<file path="src/rtl/pixel_shift_reg_pkg.sv">
// Shared WS2812 receive-pipeline constants and stage bundle types.
// Pixel stage types sit beside the bit decoder output bundle.
package timing_constants;
  localparam int BITS_PER_PIXEL_DEFAULT = 24;
endpackage

package pipeline_types;
  typedef struct packed {
    logic decode_bit;
    logic shift_en;
    logic treset;
  } shift_reg_input_t;

  typedef struct packed {
    logic [23:0] grb;
    logic        valid;
  } pixel_output_t;

  // "bit" is a keyword, so the forwarded value is carried in "data".
  typedef struct packed {
    logic data;
    logic valid;
  } forward_output_t;

  typedef enum logic [1:0] {
    IDLE,
    CAPTURE,
    FORWARD,
    LATCHED
  } pixel_state_e;
endpackage

</file>
<file path="src/rtl/pixel_shift_reg_treset_edge.sv">
// Registers the latch level and strobes its rising and falling edges.
// Shared with the retransmit stage.
module treset_edge (
  input  logic i_clk,
  input  logic i_reset_n,
  input  logic level,
  output logic rise,
  output logic fall
);

  logic treset_q;

  always_ff @(posedge i_clk or negedge i_reset_n) begin
    if (!i_reset_n) treset_q <= 1'b0;
    else            treset_q <= level;
  end

  assign rise = level & ~treset_q;
  assign fall = ~level & treset_q;

endmodule

</file>
<file path="src/rtl/pixel_shift_reg.sv">
// Claims the first GRB pixel of each frame and forwards the rest.
// Presents the pixel on the latch edge; flags mid-pixel latches.
module pixel_shift_reg
  import pipeline_types::*;
  import timing_constants::*;
#(
  parameter int BITS_PER_PIXEL = BITS_PER_PIXEL_DEFAULT
) (
  input  logic             i_clk,
  input  logic             i_reset_n,
  input  shift_reg_input_t i_shift_reg,
  output pixel_output_t    o_pixel,
  output forward_output_t  o_forward,
  output logic             o_frame_error,
  output logic [15:0]      o_forward_count
);

  localparam int CW = $clog2(BITS_PER_PIXEL + 1);
  localparam int BP = BITS_PER_PIXEL;

  pixel_state_e  state, state_nx;
  logic [BP-1:0] shreg, shreg_nx;
  logic [23:0]   pending;
  logic [CW-1:0] bit_cnt;

  logic rise, fall, sh;
  logic do_shift, do_done, do_fwd;
  logic do_latch, do_err, do_clr;

  treset_edge u_edge (
    .i_clk     (i_clk),
    .i_reset_n (i_reset_n),
    .level     (i_shift_reg.treset),
    .rise      (rise),
    .fall      (fall)
  );

  // Strobes during the latch period never reach the datapath.
  assign sh = i_shift_reg.shift_en & ~i_shift_reg.treset;
  assign shreg_nx = (shreg << 1) | BP'(i_shift_reg.decode_bit);

  always_ff @(posedge i_clk or negedge i_reset_n) begin
    if (!i_reset_n) state <= IDLE;
    else            state <= state_nx;
  end

  always_comb begin
    state_nx = state;
    do_shift = 1'b0;
    do_done  = 1'b0;
    do_fwd   = 1'b0;
    do_latch = 1'b0;
    do_err   = 1'b0;
    do_clr   = 1'b0;
    if (rise) begin
      state_nx = LATCHED;
      do_clr   = 1'b1;
      do_latch = (state == FORWARD);
      do_err   = (state == CAPTURE);
    end else begin
      unique case (state)
        IDLE: if (sh) begin
          do_shift = 1'b1;
          if (BP == 1) begin
            do_done  = 1'b1;
            state_nx = FORWARD;
          end else begin
            state_nx = CAPTURE;
          end
        end
        CAPTURE: if (sh) begin
          do_shift = 1'b1;
          if (bit_cnt == CW'(BP - 1)) begin
            do_done  = 1'b1;
            state_nx = FORWARD;
          end
        end
        FORWARD: do_fwd = sh;
        LATCHED: if (fall) state_nx = IDLE;
      endcase
    end
  end

  always_ff @(posedge i_clk or negedge i_reset_n) begin
    if (!i_reset_n) begin
      shreg           <= '0;
      pending         <= '0;
      bit_cnt         <= '0;
      o_forward_count <= '0;
    end else if (do_clr) begin
      shreg           <= '0;
      bit_cnt         <= '0;
      o_forward_count <= '0;
    end else begin
      if (do_shift) begin
        shreg   <= shreg_nx;
        bit_cnt <= bit_cnt + CW'(1);
      end
      if (do_done) pending <= 24'(shreg_nx);
      if (do_fwd && o_forward_count != 16'hFFFF)
        o_forward_count <= o_forward_count + 16'd1;
    end
  end

  always_ff @(posedge i_clk or negedge i_reset_n) begin
    if (!i_reset_n) begin
      o_pixel       <= '0;
      o_forward     <= '0;
      o_frame_error <= 1'b0;
    end else begin
      o_pixel.valid   <= do_latch;
      o_forward.valid <= do_fwd;
      o_frame_error   <= do_err;
      if (do_latch) o_pixel.grb    <= pending;
      if (do_fwd)   o_forward.data <= i_shift_reg.decode_bit;
    end
  end

endmodule

</file>
<file path="config.mk">
export PLATFORM = sky130hd
export DESIGN_NAME = pixel_shift_reg
export DESIGN_NICKNAME = d
export VERILOG_FILES = /design/src/rtl/pixel_shift_reg_pkg.sv /design/src/rtl/pixel_shift_reg_treset_edge.sv /design/src/rtl/pixel_shift_reg.sv
export SDC_FILE = /design/constraint.sdc
export NUM_CORES = 1
export LEC_CHECK = 0
export ABC_AREA = 1
export ABC_CLOCK_PERIOD_IN_PS = 3000
export CAP_MARGIN = 15
export CORE_AREA = 3 3 115 117
export CTS_CLUSTER_DIAMETER = 80
export CTS_CLUSTER_SIZE = 12
export DETAILED_ROUTE_END_ITERATION = 10
export DIE_AREA = 0 0 118 120
export PLACE_DENSITY = 0.64
export SYNTH_ARGS = -nofsm -noshare
export SYNTH_HDL_FRONTEND = slang
export SYNTH_HIERARCHICAL = 1
export SYNTH_SLANG_ARGS = --single-unit
</file>
<file path="constraint.sdc">
create_clock -name i_clk -period 3 [get_ports i_clk]
set_input_delay 0.6 -clock i_clk [delete_from_list [all_inputs] [get_ports i_clk]]
set_output_delay 0.6 -clock i_clk [all_outputs]
set_load 0.02 [all_outputs]
</file>
==> results of run 1 <==
-- metrics by stage --
step           worst slack, ns  hold slack, ns  total power [mW]  utilization (%)
2_1_floorplan             1.39           0.304              1.74                -
3_3_place_gp             0.662           0.461              1.87             39.6
3_5_place_dp             0.599           0.460              1.89             39.6
4_1_cts                  0.881           0.289              3.20             42.3
5_1_grt                  0.719           0.319              3.32             42.3
6_report                 0.900           0.275              3.15             42.3
-- state kept, by name, summed over array words and instances (netlist names) --
| signal | cells |
|---|---|
| bit_cnt | 5 |
| o_forward | 2 |
| o_forward_count | 16 |
| o_frame_error | 1 |
| o_pixel | 25 |
| pending | 24 |
| shreg | 23 |
| state | 2 |
| u_edge/treset_q | 1 |
-- cells in the final DEF (no fill, tap or decap), types with 2 or more instances in the layout --
master	n
nand3_1	40
xor2_1	3
nor2_4	4
dfrtp_1	99
nand2_1	164
or2_2	2
clkdlybuf4s50_1	47
nand2_2	2
inv_2	7
inv_6	2
inv_1	46
o21ai_0	4
bufinv_16	2
clkbuf_16	9
o21ai_1	29
ha_1	7
nor2_1	21
inv_8	2
buf_4	6
a21oi_1	2
nor2_2	2
nand4_1	5
o22ai_1	23
-- logic make-up (layout without fill, tap and decap cells) --
family                     count (synthesis)  after routing
DFF                                       99             99
buffers and inverters                     71            124
xor gates and xnor gates                   4              4
adders and majority gates                  7              7
AOI/OAI and AO/OA                         60             60
and+or+nand+nor                          244            244
-- routing by layer --
layer  wire length, um  part of all wire (%)  vias to the layer above
met3               312                   3.6                       13
li1                  -                     -                     1651
met4               182                   2.1                        0
met5                 0                     0                        -
met2              4150                    48                       55
met1              4000                    46                     1546
-- cells in the mapped netlist, drive strengths merged --
library cell	count
nor2	27
nand3	41
dfrtp	99
xnor2	1
nand2	167
or2	2
o21bai	1
clkinv	1
nand4	5
inv	53
nor2b	1
clkbuf	6
a21oi	2
buf	11
xor2	3
o22ai	23
nor3	1
ha	7
o21ai	34
-- worst min path at each step --
stage	startpoint	to	slack [ns]	cells past startpoint
global placement	pending[18]	o_pixel[19]	0.46	2
detailed placement	pending[16]	o_pixel[17]	0.46	2
CTS	i_reset_n	o_pixel[3]	0.29	1
global route	i_reset_n	o_pixel[22]	0.32	1
finish	i_reset_n	o_pixel[19]	0.27	1
floorplan	i_reset_n	bit_cnt[0]	0.30	0
-- cell type report --
type,count,area [um2],share of cell area (%)
clock inverters,6,100,1.90
multi-input cells,315,1510,28.6
well taps,172,215,4.08
inverters,54,203,3.84
clock buffers,10,239,4.53
repair buffers,54,536,10.1
flip-flops and latches,99,2480,47.0
-- power by group through the flow --
stage          sequential, mW  clock, mW  combinational, mW
5_1_grt                  1.43       1.39              0.498
3_5_place_dp             1.45          0              0.439
6_report                 1.42       1.29              0.435
3_3_place_gp             1.44          0              0.422
2_1_floorplan            1.46          0              0.281
4_1_cts                  1.42       1.34              0.441
==> results.md, run 1 <==
- Synth top area share: 57.8%
- Internal power: 2.30 mW
- Met3 usage: 3.25%
- Non-Filler Instances: 710
- CP max stage delay: 0.66 ns
- Layout cell share with drive strength beyond 1: 7.99%
- Total GRT Usage: 13.3%
- Cell taking the most area after synthesis: dfrtp_1
- Die Wd: 118 um
- Crit end category: output pin
- Met2 Usage GRT: 22.4%
- Compound-Gate Fraction of Synth Area: 8.00%
- PortBufs: 48
- Synth Net Count: 497
- Worst skew pair latency: 0.35 ns
- Slew HR: 57.3%
- Proportion of synthesized area in mux cells: 0%
- Synth Area in XOR/XNOR: 0.818%
- Crit-path slowest cell: clkdlybuf4s50_1
- Area grow syn2layout: 23.1%
- Path depth of the worst reg2reg path: 7
- Die height: 120 um
- Antenna cells: 0
- Clock sink total: 99
- Row cnt: 41
- HP Class: in -> async
- Power Density: 597 nW/um2
- Clock power share: 41.1%
- Endpoints failing setup: 0
- Post-Synth Simple-Gate Area: 24.3%
- Total CTS buffers: 9
- Fin area: 5280 um2
- CP startpoint: o_forward_count[2]
- Setup slack, reg-to-reg: 1.21 ns
- Top cells by area, synth: dfrtp_1 58%, nand2_1 14%, nand3_1 4.7%
- CTS Root Cell: clkbuf_16
- Levels on crit path: 1
- Main combinational cell family by area after synthesis: simple AND/OR/NAND/NOR gates
- Total gr overflow: 0
- Clk pin slew, worst setup/hold paths: 0.07 ns
- Fmax: 476 MHz
- Worst R2R End: o_forward_count[8]
- First-pass GRT wire length: 15300 um
- Tmin final: 2.10 ns
- Combinational power share: 13.8%
- Initial Util: 34.4%
- Top Usage Layer GRT: met2
- CTS tree: yes
- Max Fanout on Critical Path: 8
- Initial DRC count: 192
- Sw frac: 26.8%
- Setup tns final: 0 ns
- Outcome: completed
- CP top delay family: buffers and inverters
- DRC violations left: 0
- GPL Wtd Cong: 0.769
- R2r startpoint: o_forward_count[0]
- Max clock buf depth: 2
- Critical path type: reg -> out
- IO Pins: 49
- Critical Path AT: 1.50 ns
- Leak pwr: 2.49 nW
- Final Cycle Share: 70.0%
- Final #Nets: 545
- Met1 Use GR: 16.2%
- Number of global-route vias before repair: 3265
- Via density per instance: 4.60
- # H-tree levels: 3
- Initial antenna violation count: 0
- WL per Instance: 12.2 um
- CP Launch Type: register
- Share of power burned in registers: 45.1%
- Worst slew pin tran: 0.641 ns
- Post-CTS sizing: 0
- Filler Cell Count: 1233
- Post-CTS setup buffer count: 0
- Crit path to: o_forward_count[2]
- Crit path buffers/inverters: 1
- Max-cap viol count: 0
- CP required: 2.40 ns
- Synth Instances: 485
- Clk_skew: 0.00662 ns
- Routed vias: 3265
- Sw power: 0.843 mW
- Post-synthesis average cell area: 8.84 um2
- Seq/Total Area, Yosys: 57.8%
- Dpl cells: 694
- Die ar.: 14200 um2
- Maximum vdd drop: 0.261 mV
- Fraction of the mapped netlist area in adder cells: 2.04%
- Core Area: 12500 um2
- Max-slew violations: 0
- Worst-path cell chain: clkdlybuf4s50_1
- Library cells used by synthesis: 29
- Post-CTS Hold Fix Bufs: 0
- Seq cells post-synth: 99
- RSZ-0062 raised after global routing: false
- Placed Area: 4940 um2
- Pin count of the biggest net entering global routing: 51
- Post-Syn Area: 4290 um2
- Ys Warns: 6
- Post-Route WL: 8650 um
- Final HPWL DP: 5670 um
- Total iterations of the first detailed-routing run: 4
- Final Hold Vio Count: 0
- Antenna-violating nets left: 0
(Power assumes the default switching activity.)
==> run 2: changes to the inputs <==
--- a/config.mk
+++ b/config.mk
@@ -6,7 +6,7 @@
 export NUM_CORES = 1
 export LEC_CHECK = 0
 export ABC_AREA = 1
-export ABC_CLOCK_PERIOD_IN_PS = 3000
+export ABC_CLOCK_PERIOD_IN_PS = 2050
 export CAP_MARGIN = 15
 export CORE_AREA = 3 3 115 117
 export CTS_CLUSTER_DIAMETER = 80
==> constraint.sdc (replaced) <==
create_clock -name i_clk -period 2.05 [get_ports i_clk]
set_input_delay 0.41 -clock i_clk [delete_from_list [all_inputs] [get_ports i_clk]]
set_output_delay 0.41 -clock i_clk [all_outputs]
set_load 0.02 [all_outputs]
==> results.md, run 2 (synthesis gave the netlist of run 1 again) <==
- CP required: 1.64 ns
- Initial Util: 34.4%
- Met2 Usage GRT: 22.5%
- Via density per instance: 4.61
- CTS tree: yes
- Commonest non-fill, non-tap cell in the layout: nand2_1
- HP Class: reg -> reg
- Max clock buf depth: 2
- CTS Root Cell: clkbuf_16
- Final Hold Vio Count: 0
- Met1 Use GR: 16.7%
- Worst R2R End: o_forward_count[8]
- Top Usage Layer GRT: met2
- Total GRT Usage: 13.3%
- Internal power: 3.38 mW
- Total iterations of the first detailed-routing run: 4
- RSZ-0062 raised after global routing: false
- IO Pins: 49
- Worst slew pin tran: 0.447 ns
- CP startpoint: o_forward_count[2]
- R2r startpoint: o_forward_count[1]
- Routed vias: 3312
- Worst skew pair latency: 0.34 ns
- Share of power burned in registers: 44.6%
- Top flop regs: o_pixel (25), pending (24), shreg (23)
- Leak pwr: 2.56 nW
- CP top delay family: buffers and inverters
- Sw power: 1.27 mW
- Initial antenna violation count: 0
- Clock power share: 40.5%
- Tmin final: 1.89 ns
- Total CTS buffers: 9
- Row cnt: 41
- Max-slew violations: 0
- Antenna-violating nets left: 0
- Initial DRC count: 159
- Antenna cells: 0
- Met3 usage: 3.16%
- Die Wd: 118 um
- Die ar.: 14200 um2
- Critical path type: reg -> out
- Pin count of the biggest net entering global routing: 54
- Fmax: 529 MHz
- Max Fanout on Critical Path: 8
- Endpoints failing setup: 0
- Setup slack, reg-to-reg: 0.35 ns
- Max-cap viol count: 0
- Post-Route WL: 8670 um
- Clk pin slew, worst setup/hold paths: 0.07 ns
- Crit-path slowest cell: clkdlybuf4s50_1
- Layout cell share with drive strength beyond 1: 9.16%
- CP max stage delay: 0.66 ns
- Outcome: completed
- Crit end category: output pin
- Slew HR: 70.1%
- Power Total: 4.65 mW
- Final Cycle Share: 92.3%
- Path depth of the worst reg2reg path: 7
- Clock sink total: 99
- PortBufs: 48
- Critical Path AT: 1.48 ns
- WL per Instance: 12.1 um
- Number of global-route vias before repair: 3370
- Maximum vdd drop: 0.387 mV
- # H-tree levels: 3
- Most frequent cells in the layout: 164 x nand2_1, 99 x dfrtp_1, 47 x clkdlybuf4s50_1, 46 x inv_1, 40 x nand3_1
- Die height: 120 um
- Crit path to: o_forward_count[2]
- Total gr overflow: 0
- Crit path buffers/inverters: 1
- Largest Register: o_pixel
- Power Density: 860 nW/um2
- Sw frac: 27.3%
- Final HPWL DP: 5750 um
- GPL Wtd Cong: 0.760
- Number of flip-flops in the largest register: 25
- CP Launch Type: register
- DRC violations left: 0
- Final #Nets: 553
- Combinational power share: 14.9%
- Clk_skew: 0.00732 ns
- Worst-path cell chain: clkdlybuf4s50_1
- Area grow syn2layout: 26.2%
- Setup tns final: 0 ns
- Hold Crit Start: pending[18]
- Core Area: 12500 um2
- Levels on crit path: 1
- Post-CTS sizing: 0
- First-pass GRT wire length: 15400 um
[run 2: cell count changes in the layout (fill, tap and decap cells not counted), sizes merged]
cell,before,now
inv,57,55
clkinv,1,4
buf,7,14
clkbuf,10,9
dlygate4sd3,0,1
[run 2: worst min-delay path by stage]
stage             endpoint  cells past startpoint
2_1_floorplan   bit_cnt[0]                      0
3_3_place_gp   o_pixel[20]                      1
3_5_place_dp   o_pixel[20]                      1
4_1_cts        o_pixel[12]                      2
5_1_grt        o_pixel[10]                      2
6_report       o_pixel[19]                      2
[run 2: power groups by stage]
stage / combinational (mW) / clock (mW) / sequential [mW]
finish: 0.692 / 1.88 / 2.08
global route: 0.788 / 2.00 / 2.09
CTS: 0.705 / 1.92 / 2.08
detailed placement: 0.703 / 0 / 2.12
global placement: 0.668 / 0 / 2.11
floorplan: 0.411 / 0 / 2.14
[run 2: layer usage]
layer / wire (um) / vias up
met5: 0 / -
met1: 4190 / 1585
met3: 299 / 11
met2: 4040 / 54
met4: 144 / 0
li1: - / 1662
[run 2: what timing repair did]
item | in CTS | in global routing
hold buffers | 1 | 0
buffers inserted | 0 | 0
endpoints found under the hold margin | 18 | 0
[run 2: worst reg2reg max path, cell delays in order, from the launching register on]
cell and delay [ns]:
dfrtp_1 0.42, ha_1 0.28, nand3_2 0.14, inv_2 0.12, nand2_4 0.07, o21ai_4 0.40, nand3_1 0.13, nand2_1 0.09
[run 2: cell type report]
cell class	count	area, um2
Fill cell	1237	7060
Sequential cell	99	2480
Multi-Input combinational cell	315	1510
Timing Repair Buffer	62	673
Clock buffer	9	225
Tap cell	172	215
Inverter	54	203
Clock inverter	7	109
[run 2: stage by stage]
step / instances / area, um2 / util, % / hold WS [ns] / worst slack [ns]
finish: 718 / 5410 / 43.4 / 0.472 / 0.158
global route: 718 / 5410 / 43.4 / 0.492 / 0.0753
CTS: 718 / 5410 / 43.4 / 0.469 / 0.143
detailed placement: 701 / 5060 / 40.6 / 0.299 / 0.0973
global placement: 701 / 5060 / 40.6 / 0.299 / 0.130
floorplan: 485 / 4290 / - / 0.114 / 0.481
==> run 3: changes to the inputs <==
--- a/config.mk
+++ b/config.mk
@@ -6,10 +6,8 @@
 export NUM_CORES = 1
 export LEC_CHECK = 0
 export ABC_AREA = 1
-export ABC_CLOCK_PERIOD_IN_PS = 2050
 export CAP_MARGIN = 15
 export CORE_AREA = 3 3 115 117
-export CTS_CLUSTER_DIAMETER = 80
 export CTS_CLUSTER_SIZE = 12
 export DETAILED_ROUTE_END_ITERATION = 10
 export DIE_AREA = 0 0 118 120
==> results of run 3 <==
Same layout as run 2: the final DEF is identical, and so are final timing and power.
==> RTL edit (settings of run 3) <==
The package constant `BITS_PER_PIXEL_DEFAULT` goes from 24 to 12.
--- a/src/rtl/pixel_shift_reg_pkg.sv
+++ b/src/rtl/pixel_shift_reg_pkg.sv
@@ -3,3 +3,3 @@
 package timing_constants;
-  localparam int BITS_PER_PIXEL_DEFAULT = 24;
+  localparam int BITS_PER_PIXEL_DEFAULT = 12;
 endpackage
Formal check against the unedited RTL: no difference found for any inputs over 10 cycles, from zero or initial values and one cycle with i_reset_n low; that may be too few to reach the edited logic, so the function may still have changed.
==> RTL edit against run 3 <==
- cell area down 29%
- die area unchanged
- power down 23%
- largest power group is now clock
- sequential cell count down 37
- count of clock-buffer cells in the layout unchanged
- first-iteration DRC count up 35%
- area after synthesis down 30%
- worst setup slack better by 0.0086 ns
- wire length down 23%
- critical path type unchanged
==> RTL edit: results (changes against run 3) <==
outcome:
  status: "complete, no violations"
global_routing:
  grt_use_met1: 0.120  # -0.0476
  grt_start_max_net_pins: 42  # -22%
  use_met2: 0.164  # -0.0607
  grt_usage: 0.0997  # -0.0330
cells_and_area:
  top_regs: "o_forward_count x16, o_pixel x13, pending x12"
  drive_gt1_frac: 0.0861  # -0.00545
  seq_area_mm2: 0.00155  # -37%
placement:
  gp_congestion: 0.846  # +11%
  portBuffers: 36  # -25%
  dpl_cell_area_mm2: 0.00354  # -30%
  dp.cells: 574  # -18%
routing:
  wl_met3_um: 331  # +11%
  via_per_inst: 4.24  # -8.0%
  vias: 2504  # -24%
  wl_met2_mm: 3.23  # -20%
pwr:
  intPower_mw: 2.56  # -24%
  finalPower_mw: 3.58  # -23%
  ir_worst_vdd_mv: 0.373  # -3.5%
  seq_power_mw: 1.36  # -35%
  power.leakage_nw: 1.86  # -27%
synthesis:
  yosysSeqAreaShare: 0.517  # -0.0608
setup_path:
  r2r_end: "o_forward_count[3]$_DFFE_PN0P_"
  reg2reg_depth: 8  # +1
  r2r_slack_ns: 0.17  # -0.18 ns
timing:
  fin_hold_ws_ns: 0.0701  # -0.402 ns
hold_path:
  hp-class: "input pin to async pin"
## RTL edit: cell types whose count changed after synthesis, moves of 2 or more
cell / run 3 / this run
buf_2: 7 / 1
buf_4: 1 / 13
buf_6: 3 / 1
dfrtp_1: 99 / 62
inv_1: 46 / 37
nand2_1: 164 / 122
nor2_1: 21 / 23
nor2_4: 4 / 1
o21ai_1: 29 / 15
o22ai_1: 23 / 11
xor2_1: 3 / 1
## RTL edit: cells by family after synthesis
group | synth area share
AO/OA/AOI/OAI | 0.0651
XOR/XNOR | 0.00292
adder cells (fa/ha/maj) | 0.0292
buffers and inverters | 0.102
flip-flops | 0.517
other | 0.00125
AND/OR/NAND/NOR | 0.282
## RTL edit: final cells by class
class,instances,share of cell area
repair buffers,42,0.110
clock inverters,7,0.0249
flip-flops and latches,62,0.402
well taps,172,0.0557
inverters,44,0.0428
clock buffers,9,0.0583
multi-input cells,254,0.306
